==> config.mk <==
export PLATFORM = sky130hd
export DESIGN_NAME = vpu_dst_port_flat
export DESIGN_NICKNAME = d
export VERILOG_FILES = /design/src/rtl/vpu_dst_port_if.sv /design/src/rtl/vpu_dst_port.sv /design/src/flat_wrapper.sv
export SDC_FILE = /design/constraint.sdc
export NUM_CORES = 1
export LEC_CHECK = 0
export ABC_CLOCK_PERIOD_IN_PS = 5250
export CAP_MARGIN = 5
export CORE_ASPECT_RATIO = 1.4
export CORE_UTILIZATION = 57
export DETAILED_ROUTE_END_ITERATION = 6
export PLACE_DENSITY_LB_ADDON = 0.3
export SLEW_MARGIN = 20
export SYNTH_ARGS = -nofsm -noshare
export SYNTH_HDL_FRONTEND = slang
export SYNTH_SLANG_ARGS = --single-unit
==> constraint.sdc <==
create_clock -name clk -period 5.25 [get_ports clk]
set_input_delay 1.05 -clock clk [delete_from_list [all_inputs] [get_ports clk]]
set_output_delay 1.05 -clock clk [all_outputs]
set_load 0.02 [all_outputs]
==> src/rtl/vpu_dst_port_if.sv <==
// vpu_dst_port_if
//   Bundles the result-input and line-output signals of vpu_dst_port.
//   clk and rst_n are plain ports on the module itself.
//
//   Producer side : result_i, done_i, flush_i, ovf_clr_i
//   Line side     : wr_data_o, wr_mask_o, wr_valid_o, wr_ready_i
//   Status        : busy_o, overflow_o
//
//   Modports
//     master : the environment (producer, downstream and status consumer)
//     slave  : the vpu_dst_port instance
interface vpu_dst_port_if #(
  parameter int OPERAND_WIDTH = 32,
  parameter int LANES         = 4
);
  logic [OPERAND_WIDTH-1:0]       result_i;
  logic                           done_i;
  logic                           flush_i;
  logic [LANES*OPERAND_WIDTH-1:0] wr_data_o;
  logic [LANES-1:0]               wr_mask_o;
  logic                           wr_valid_o;
  logic                           wr_ready_i;
  logic                           busy_o;
  logic                           overflow_o;
  logic                           ovf_clr_i;

  modport master (
    output result_i, done_i, flush_i, wr_ready_i, ovf_clr_i,
    input  wr_data_o, wr_mask_o, wr_valid_o, busy_o, overflow_o
  );

  modport slave (
    input  result_i, done_i, flush_i, wr_ready_i, ovf_clr_i,
    output wr_data_o, wr_mask_o, wr_valid_o, busy_o, overflow_o
  );
endinterface

==> src/rtl/vpu_dst_port.sv <==
// vpu_dst_port
//   Collects FP results from an upstream unit, which cannot be stalled,
//   into a small FIFO. It packs them LANES at a time into one output line
//   and offers each line downstream with a valid/ready handshake. A flush
//   request emits a partially filled line. Lanes that were not filled are
//   zero and are masked off.
//
//   Ports
//     clk    : single clock; all logic runs on the rising edge
//     rst_n  : asynchronous, active-low reset
//     bus    : vpu_dst_port_if.slave
//       result_i/done_i : incoming result and its valid strobe
//       flush_i         : one-cycle request to emit the partial line
//       wr_data_o/wr_mask_o/wr_valid_o/wr_ready_i : line handshake
//       busy_o          : FIFO non-empty, lanes partly filled, or line pending
//       overflow_o      : sticky dropped-result flag, cleared by ovf_clr_i
//
//   Configuration
//     VPU_DST_PORT_OVF_EN : when defined, overflow_o records dropped results.
//                           When undefined, overflow_o is tied to 0.
module vpu_dst_port #(
  parameter int OPERAND_WIDTH = 32,
  parameter int LANES         = 4,
  parameter int DEPTH_LG2     = 2
) (
  input  logic          clk,
  input  logic          rst_n,
  vpu_dst_port_if.slave bus
);

  localparam int DEPTH    = 1 << DEPTH_LG2;
  localparam int PTR_W    = DEPTH_LG2 + 1;
  localparam int LANE_LG2 = $clog2(LANES);
  localparam int LINE_W   = LANES * OPERAND_WIDTH;

  typedef enum logic {
    PACK = 1'b0,
    SEND = 1'b1
  } state_t;

  state_t                   state, state_nxt;
  logic [OPERAND_WIDTH-1:0] mem [DEPTH];
  logic [PTR_W-1:0]         wr_ptr, rd_ptr, wr_ptr_nxt, rd_ptr_nxt;
  logic [LANE_LG2-1:0]      lane_cnt, lane_cnt_nxt;
  logic [LINE_W-1:0]        line_data, line_data_nxt;
  logic [LANES-1:0]         line_mask, line_mask_nxt;
  logic                     flush_pending, flush_pending_nxt;
  logic                     busy, busy_nxt;
  logic                     fifo_empty, fifo_full;
  logic                     pop, push, drop, handshake;
  logic [OPERAND_WIDTH-1:0] fifo_head;

  // FIFO status. The extra pointer MSB tells a full FIFO from an empty one.
  always_comb begin
    fifo_empty = (wr_ptr == rd_ptr);
    fifo_full  = (wr_ptr[DEPTH_LG2] != rd_ptr[DEPTH_LG2]) &&
                 (wr_ptr[DEPTH_LG2-1:0] == rd_ptr[DEPTH_LG2-1:0]);
    fifo_head  = mem[rd_ptr[DEPTH_LG2-1:0]];
  end

  // Transfer decisions. A full FIFO still accepts a result when it pops
  // an entry in the same cycle. The write and the read then use the same
  // slot: the write lands at the edge and the read is taken before it.
  always_comb begin
    handshake  = (state == SEND) && bus.wr_ready_i;
    pop        = (state == PACK) && !fifo_empty;
    push       = bus.done_i && (!fifo_full || pop);
    drop       = bus.done_i && !push;
    wr_ptr_nxt = push ? (wr_ptr + PTR_W'(1)) : wr_ptr;
    rd_ptr_nxt = pop  ? (rd_ptr + PTR_W'(1)) : rd_ptr;
  end

  // Next-state logic for the pack/send FSM and the line being assembled.
  always_comb begin
    state_nxt         = state;
    lane_cnt_nxt      = lane_cnt;
    line_data_nxt     = line_data;
    line_mask_nxt     = line_mask;
    flush_pending_nxt = flush_pending | bus.flush_i;

    case (state)
      PACK: begin
        if (pop) begin
          for (int i = 0; i < LANES; i++) begin
            line_data_nxt[i*OPERAND_WIDTH +: OPERAND_WIDTH] =
              (lane_cnt == LANE_LG2'(i)) ? fifo_head
                                         : line_data[i*OPERAND_WIDTH +: OPERAND_WIDTH];
            line_mask_nxt[i] = (lane_cnt == LANE_LG2'(i)) ? 1'b1 : line_mask[i];
          end
          // lane_cnt wraps to 0 on the last lane. SEND keeps the line
          // marked busy until the handshake.
          lane_cnt_nxt = lane_cnt + LANE_LG2'(1);
          if (lane_cnt == LANE_LG2'(LANES - 1)) begin
            state_nxt = SEND;
          end else begin
            state_nxt = PACK;
          end
        end else if (flush_pending) begin
          // Flush is acted on only once the FIFO has drained into the lanes.
          // A flush_i arriving in this same cycle starts a new request.
          flush_pending_nxt = bus.flush_i;
          if (lane_cnt != LANE_LG2'(0)) begin
            state_nxt = SEND;
          end else begin
            state_nxt = PACK;
          end
        end else begin
          state_nxt = PACK;
        end
      end
      SEND: begin
        if (handshake) begin
          state_nxt     = PACK;
          lane_cnt_nxt  = '0;
          line_data_nxt = '0;
          line_mask_nxt = '0;
        end else begin
          state_nxt = SEND;
        end
      end
      default: begin
        state_nxt = PACK;
      end
    endcase

    busy_nxt = (wr_ptr_nxt != rd_ptr_nxt) || (lane_cnt_nxt != LANE_LG2'(0)) ||
               (state_nxt == SEND);
  end

  // State, pointer, line and status registers.
  always_ff @(posedge clk or negedge rst_n) begin
    if (!rst_n) begin
      state         <= PACK;
      wr_ptr        <= '0;
      rd_ptr        <= '0;
      lane_cnt      <= '0;
      line_data     <= '0;
      line_mask     <= '0;
      flush_pending <= 1'b0;
      busy          <= 1'b0;
    end else begin
      state         <= state_nxt;
      wr_ptr        <= wr_ptr_nxt;
      rd_ptr        <= rd_ptr_nxt;
      lane_cnt      <= lane_cnt_nxt;
      line_data     <= line_data_nxt;
      line_mask     <= line_mask_nxt;
      flush_pending <= flush_pending_nxt;
      busy          <= busy_nxt;
    end
  end

  // FIFO storage. Only entries between the pointers are ever read, so the
  // storage itself is not reset.
  always_ff @(posedge clk) begin
    if (push) begin
      mem[wr_ptr[DEPTH_LG2-1:0]] <= bus.result_i;
    end
  end

`ifdef VPU_DST_PORT_OVF_EN
  logic overflow;

  // Sticky overflow flag. A drop in the same cycle as a clear keeps it set.
  always_ff @(posedge clk or negedge rst_n) begin
    if (!rst_n) begin
      overflow <= 1'b0;
    end else if (drop) begin
      overflow <= 1'b1;
    end else if (bus.ovf_clr_i) begin
      overflow <= 1'b0;
    end else begin
      overflow <= overflow;
    end
  end

  assign bus.overflow_o = overflow;
`else
  // Overflow reporting is disabled. The clear input and the drop strobe
  // have no observer.
  logic unused_ovf;
  assign unused_ovf     = bus.ovf_clr_i ^ drop;
  assign bus.overflow_o = 1'b0;
`endif

  assign bus.wr_data_o  = line_data;
  assign bus.wr_mask_o  = line_mask;
  assign bus.wr_valid_o = (state == SEND);
  assign bus.busy_o     = busy;

endmodule

==> src/flat_wrapper.sv <==
// flat-port wrapper written by rule: the top's interface ports become plain ports
module vpu_dst_port_flat 
#(
  parameter int OPERAND_WIDTH = 32,
  parameter int LANES         = 4,
  parameter int DEPTH_LG2     = 2
)
  (clk, rst_n, bus_result_i, bus_done_i, bus_flush_i, bus_wr_ready_i, bus_ovf_clr_i, bus_wr_data_o, bus_wr_mask_o, bus_wr_valid_o, bus_busy_o, bus_overflow_o);
  vpu_dst_port_if #(.OPERAND_WIDTH(OPERAND_WIDTH), .LANES(LANES)) bus_i ();
  input  logic clk;
  input  logic rst_n;
  input wire logic [$bits(bus_i.result_i)-1:0] bus_result_i;
  input wire logic [$bits(bus_i.done_i)-1:0] bus_done_i;
  input wire logic [$bits(bus_i.flush_i)-1:0] bus_flush_i;
  input wire logic [$bits(bus_i.wr_ready_i)-1:0] bus_wr_ready_i;
  input wire logic [$bits(bus_i.ovf_clr_i)-1:0] bus_ovf_clr_i;
  output wire logic [$bits(bus_i.wr_data_o)-1:0] bus_wr_data_o;
  output wire logic [$bits(bus_i.wr_mask_o)-1:0] bus_wr_mask_o;
  output wire logic [$bits(bus_i.wr_valid_o)-1:0] bus_wr_valid_o;
  output wire logic [$bits(bus_i.busy_o)-1:0] bus_busy_o;
  output wire logic [$bits(bus_i.overflow_o)-1:0] bus_overflow_o;
  assign bus_i.result_i = bus_result_i;
  assign bus_i.done_i = bus_done_i;
  assign bus_i.flush_i = bus_flush_i;
  assign bus_i.wr_ready_i = bus_wr_ready_i;
  assign bus_i.ovf_clr_i = bus_ovf_clr_i;
  assign bus_wr_data_o = bus_i.wr_data_o;
  assign bus_wr_mask_o = bus_i.wr_mask_o;
  assign bus_wr_valid_o = bus_i.wr_valid_o;
  assign bus_busy_o = bus_i.busy_o;
  assign bus_overflow_o = bus_i.overflow_o;
  vpu_dst_port #(.OPERAND_WIDTH(OPERAND_WIDTH), .LANES(LANES), .DEPTH_LG2(DEPTH_LG2)) u_core (.clk(clk), .rst_n(rst_n), .bus(bus_i));
endmodule
==> flow_metrics.env <==
export IMPL_outcome="completed"
export IMPL_drt_iter0_markers=527
export IMPL_cp_end_kind="output port"
export IMPL_n_fill_cell=1198
export IMPL_io_pins=173
export IMPL_drive_above_1_share=0.09808
export IMPL_die_x_um=118
export IMPL_p_total_mw=8.487
export IMPL_dr_pass1_iters=5
export IMPL_place_inst=1187
export IMPL_fin_crit_ns=3.016
export IMPL_synth_seq_cells=271
export IMPL_maxCapViolations=0
export IMPL_hold_class="reg -> reg"
export IMPL_vias=6845
export IMPL_peakVddDrop_uv=386.4
export IMPL_p_leak_nw=5.288
export IMPL_fin_skew_ns=0.01010
export IMPL_start_kind="flip-flop"
export IMPL_io_buffers=170
export IMPL_wl_mm=23.09
export IMPL_antenna_found_initial=0
export IMPL_setup_viol=0
export IMPL_grt_usage=0.2399
export IMPL_crit_chain="clkdlybuf4s50_1"
export IMPL_insertion_delay_ns=0.52
export IMPL_synth_cell_types=41
export IMPL_post_cts_buffers=0
export IMPL_clkTransAtPathRegs_ns=0.07
export IMPL_synth_area_um2=10740
export IMPL_yosys_area_top_type="edfxtp_1"
export IMPL_synth_top_area_frac=0.3580
export IMPL_synth_cells=813
export IMPL_worstPathMaxFanout=11
export IMPL_viasPerCell=5.547
export IMPL_synth_area_leaders="edfxtp_1 36%, dfrtp_1 33%, nand2_1 9.1%"
export IMPL_slowest_stage="dfrtp_1"
export IMPL_cts_root_buf="clkbuf_16"
export IMPL_critical_path_arrival_ns=1.97
export IMPL_post_cts_resized=0
export IMPL_tritoncts="built"
export IMPL_cts_buffers_inserted=25
export IMPL_cp_required_ns=4.20
export IMPL_ant_nets=0
export IMPL_grt_max_degree=109
export IMPL_tns_ns=0
export IMPL_htree_num_levels=1
export IMPL_dieArea_um2=19400
export IMPL_path_class="reg -> out"
export IMPL_clockBufferDepth=3
export IMPL_cp_top_family="flip-flops"
export IMPL_slew_headroom=0.3160
export IMPL_ys_flop_type="dfrtp_1"
export IMPL_ys_warn_count=0
export IMPL_cts_sinks=271
export IMPL_powerDensity_nw_per_um2=630.6
export IMPL_hold_buffers=0
export IMPL_hpwl_mm=14.74
export IMPL_layout_cells_non_filler=1234
export IMPL_fp_dieH_um=164.4
export IMPL_worst_slew_pin_slew_ns=1.026
export IMPL_core_um2=18530
export IMPL_max_freq_mhz=331.6
export IMPL_gp_congestion=0.7879
export IMPL_maxSlewViolCount=0
export IMPL_hold_viol=0
export IMPL_grt_pass1_vias=6669
export IMPL_ys_async_sr_fraction=0.5277
export IMPL_grt_first_pass_wirelength_mm=35.91
export IMPL_drc=0
export IMPL_syn2layout_area_growth_pct=25.33
export IMPL_path_buf_inv=1
export IMPL_synth_edf_count=128
export IMPL_finalCritPeriodShare=0.5744
export IMPL_nets=1017
export IMPL_slowest_delay_ns=0.73
export IMPL_syn_area_per_cell_um2=13.21
export IMPL_start_util=0.5795
export IMPL_rows=59
export IMPL_grt_overflow_total=0
export IMPL_grt_setup_unrepaired="false"
export IMPL_post_drt_wl_per_cell_um=18.71
export IMPL_synth_fp_nets=860
export IMPL_ys_seq_area_frac=0.6912
flip-flops by register name, summed over array words and instances, names as in the netlist:
| name | flops |
|---|---|
| u_core.lane_cnt | 2 |
| u_core.rd_ptr | 3 |
| u_core.bus.wr_mask_o | 4 |
| u_core.bus.busy_o | 1 |
| u_core.bus.wr_data_o | 128 |
| u_core.flush_pending | 1 |
| u_core.bus.wr_valid_o | 1 |
| u_core.mem | 128 |
| u_core.wr_ptr | 3 |
kinds of logic (layout without fill, tap and decap cells):
group	after synthesis	after routing	synth area share
xor+xnor	12	12	0.01468
buf+inv	58	234	0.02738
other cells	1	2	0.0003492
fa+ha+maj	9	9	0.01049
simple gates	303	303	0.1186
flops	271	271	0.6912
compound gates	123	123	0.06549
mux	36	36	0.07178
layer usage:
layer	vias to the layer above	GRT usage	share of wire
li1	3140	-	-
met1	3402	0.3246	0.42
met2	245	0.3928	0.49
met3	58	0.03108	0.047
met4	0	0.1113	0.040
met5	-	0	0
synthesized netlist by cell type (2+ instances only):
| library cell | instances |
|---|---|
| nand2_1 | 260 |
| dfrtp_1 | 143 |
| edfxtp_1 | 128 |
| o21ai_0 | 72 |
| mux4_2 | 32 |
| o21ai_1 | 32 |
| nand3b_1 | 26 |
| buf_2 | 22 |
| clkbuf_1 | 21 |
| ha_1 | 9 |
| inv_1 | 7 |
| and2_1 | 6 |
| buf_6 | 5 |
| xor2_1 | 5 |
| a21o_1 | 4 |
| a211oi_1 | 3 |
| buf_4 | 3 |
| nand2b_1 | 3 |
| nor2_1 | 3 |
| xnor2_1 | 3 |
| a21oi_1 | 2 |
| a311oi_2 | 2 |
| mux2_4 | 2 |
| mux2i_1 | 2 |
| xnor2_4 | 2 |
power by group:
group	leakage, nW	switching (mW)	internal (mW)
Clock	0.415	0.776	1.08
Sequential	3.05	0.316	2.86
Combinational	1.82	2.07	1.38
layout by cell type (no fill, tap or decap), types with 9 or more instances in the layout:
| cell type | count |
|---|---|
| buf_4 | 11 |
| edfxtp_1 | 128 |
| clkdlybuf4s50_1 | 169 |
| o21ai_0 | 72 |
| clkbuf_16 | 27 |
| ha_1 | 9 |
| nand3b_1 | 26 |
| nand2_1 | 259 |
| mux4_2 | 32 |
| o21ai_1 | 32 |
| dfrtp_1 | 142 |
worst paths after layout:
path	slack [ns]	to	startpoint	cells past startpoint
setup reg to reg	2.36	u_core.bus.wr_data_o[18]	u_core.rd_ptr[1]	5
hold / removal	0.47	u_core.bus.wr_data_o[55]	u_core.bus.wr_data_o[55]	2
min in group asynchronous	0.61	u_core.bus.wr_data_o[115]	rst_n	1
hold reg to reg	0.47	u_core.bus.wr_data_o[55]	u_core.bus.wr_data_o[55]	2
max in group asynchronous	3.53	u_core.bus.wr_data_o[83]	rst_n	2
setup / recovery	2.23	bus_wr_valid_o	u_core.bus.wr_valid_o	1
cell type report:
type / instances / area [um2] / area share
Clock buffer: 27 / 675.6 / 0.05020
Inverter: 7 / 26.28 / 0.001952
Clock inverter: 19 / 177.7 / 0.01320
Antenna cell: 1 / 2.502 / 0.0001859
Sequential cell: 271 / 7423 / 0.5516
Tap cell: 244 / 305.3 / 0.02269
Timing Repair Buffer: 181 / 1785 / 0.1327
Multi-Input combinational cell: 484 / 3062 / 0.2275
metrics by stage:
stage	setup slack, ns	util	hold WS [ns]	instance area, um2
floorplan	2.627	-	0.4644	10740
global placement	1.810	0.6797	0.4500	12590
detailed placement	1.809	0.6797	0.4597	12590
CTS	2.284	0.7257	0.4777	13450
global route	2.115	0.7262	0.4896	13460
finish	2.234	0.7263	0.4731	13460
No activity file was read; power rests on OpenSTA's default activity.
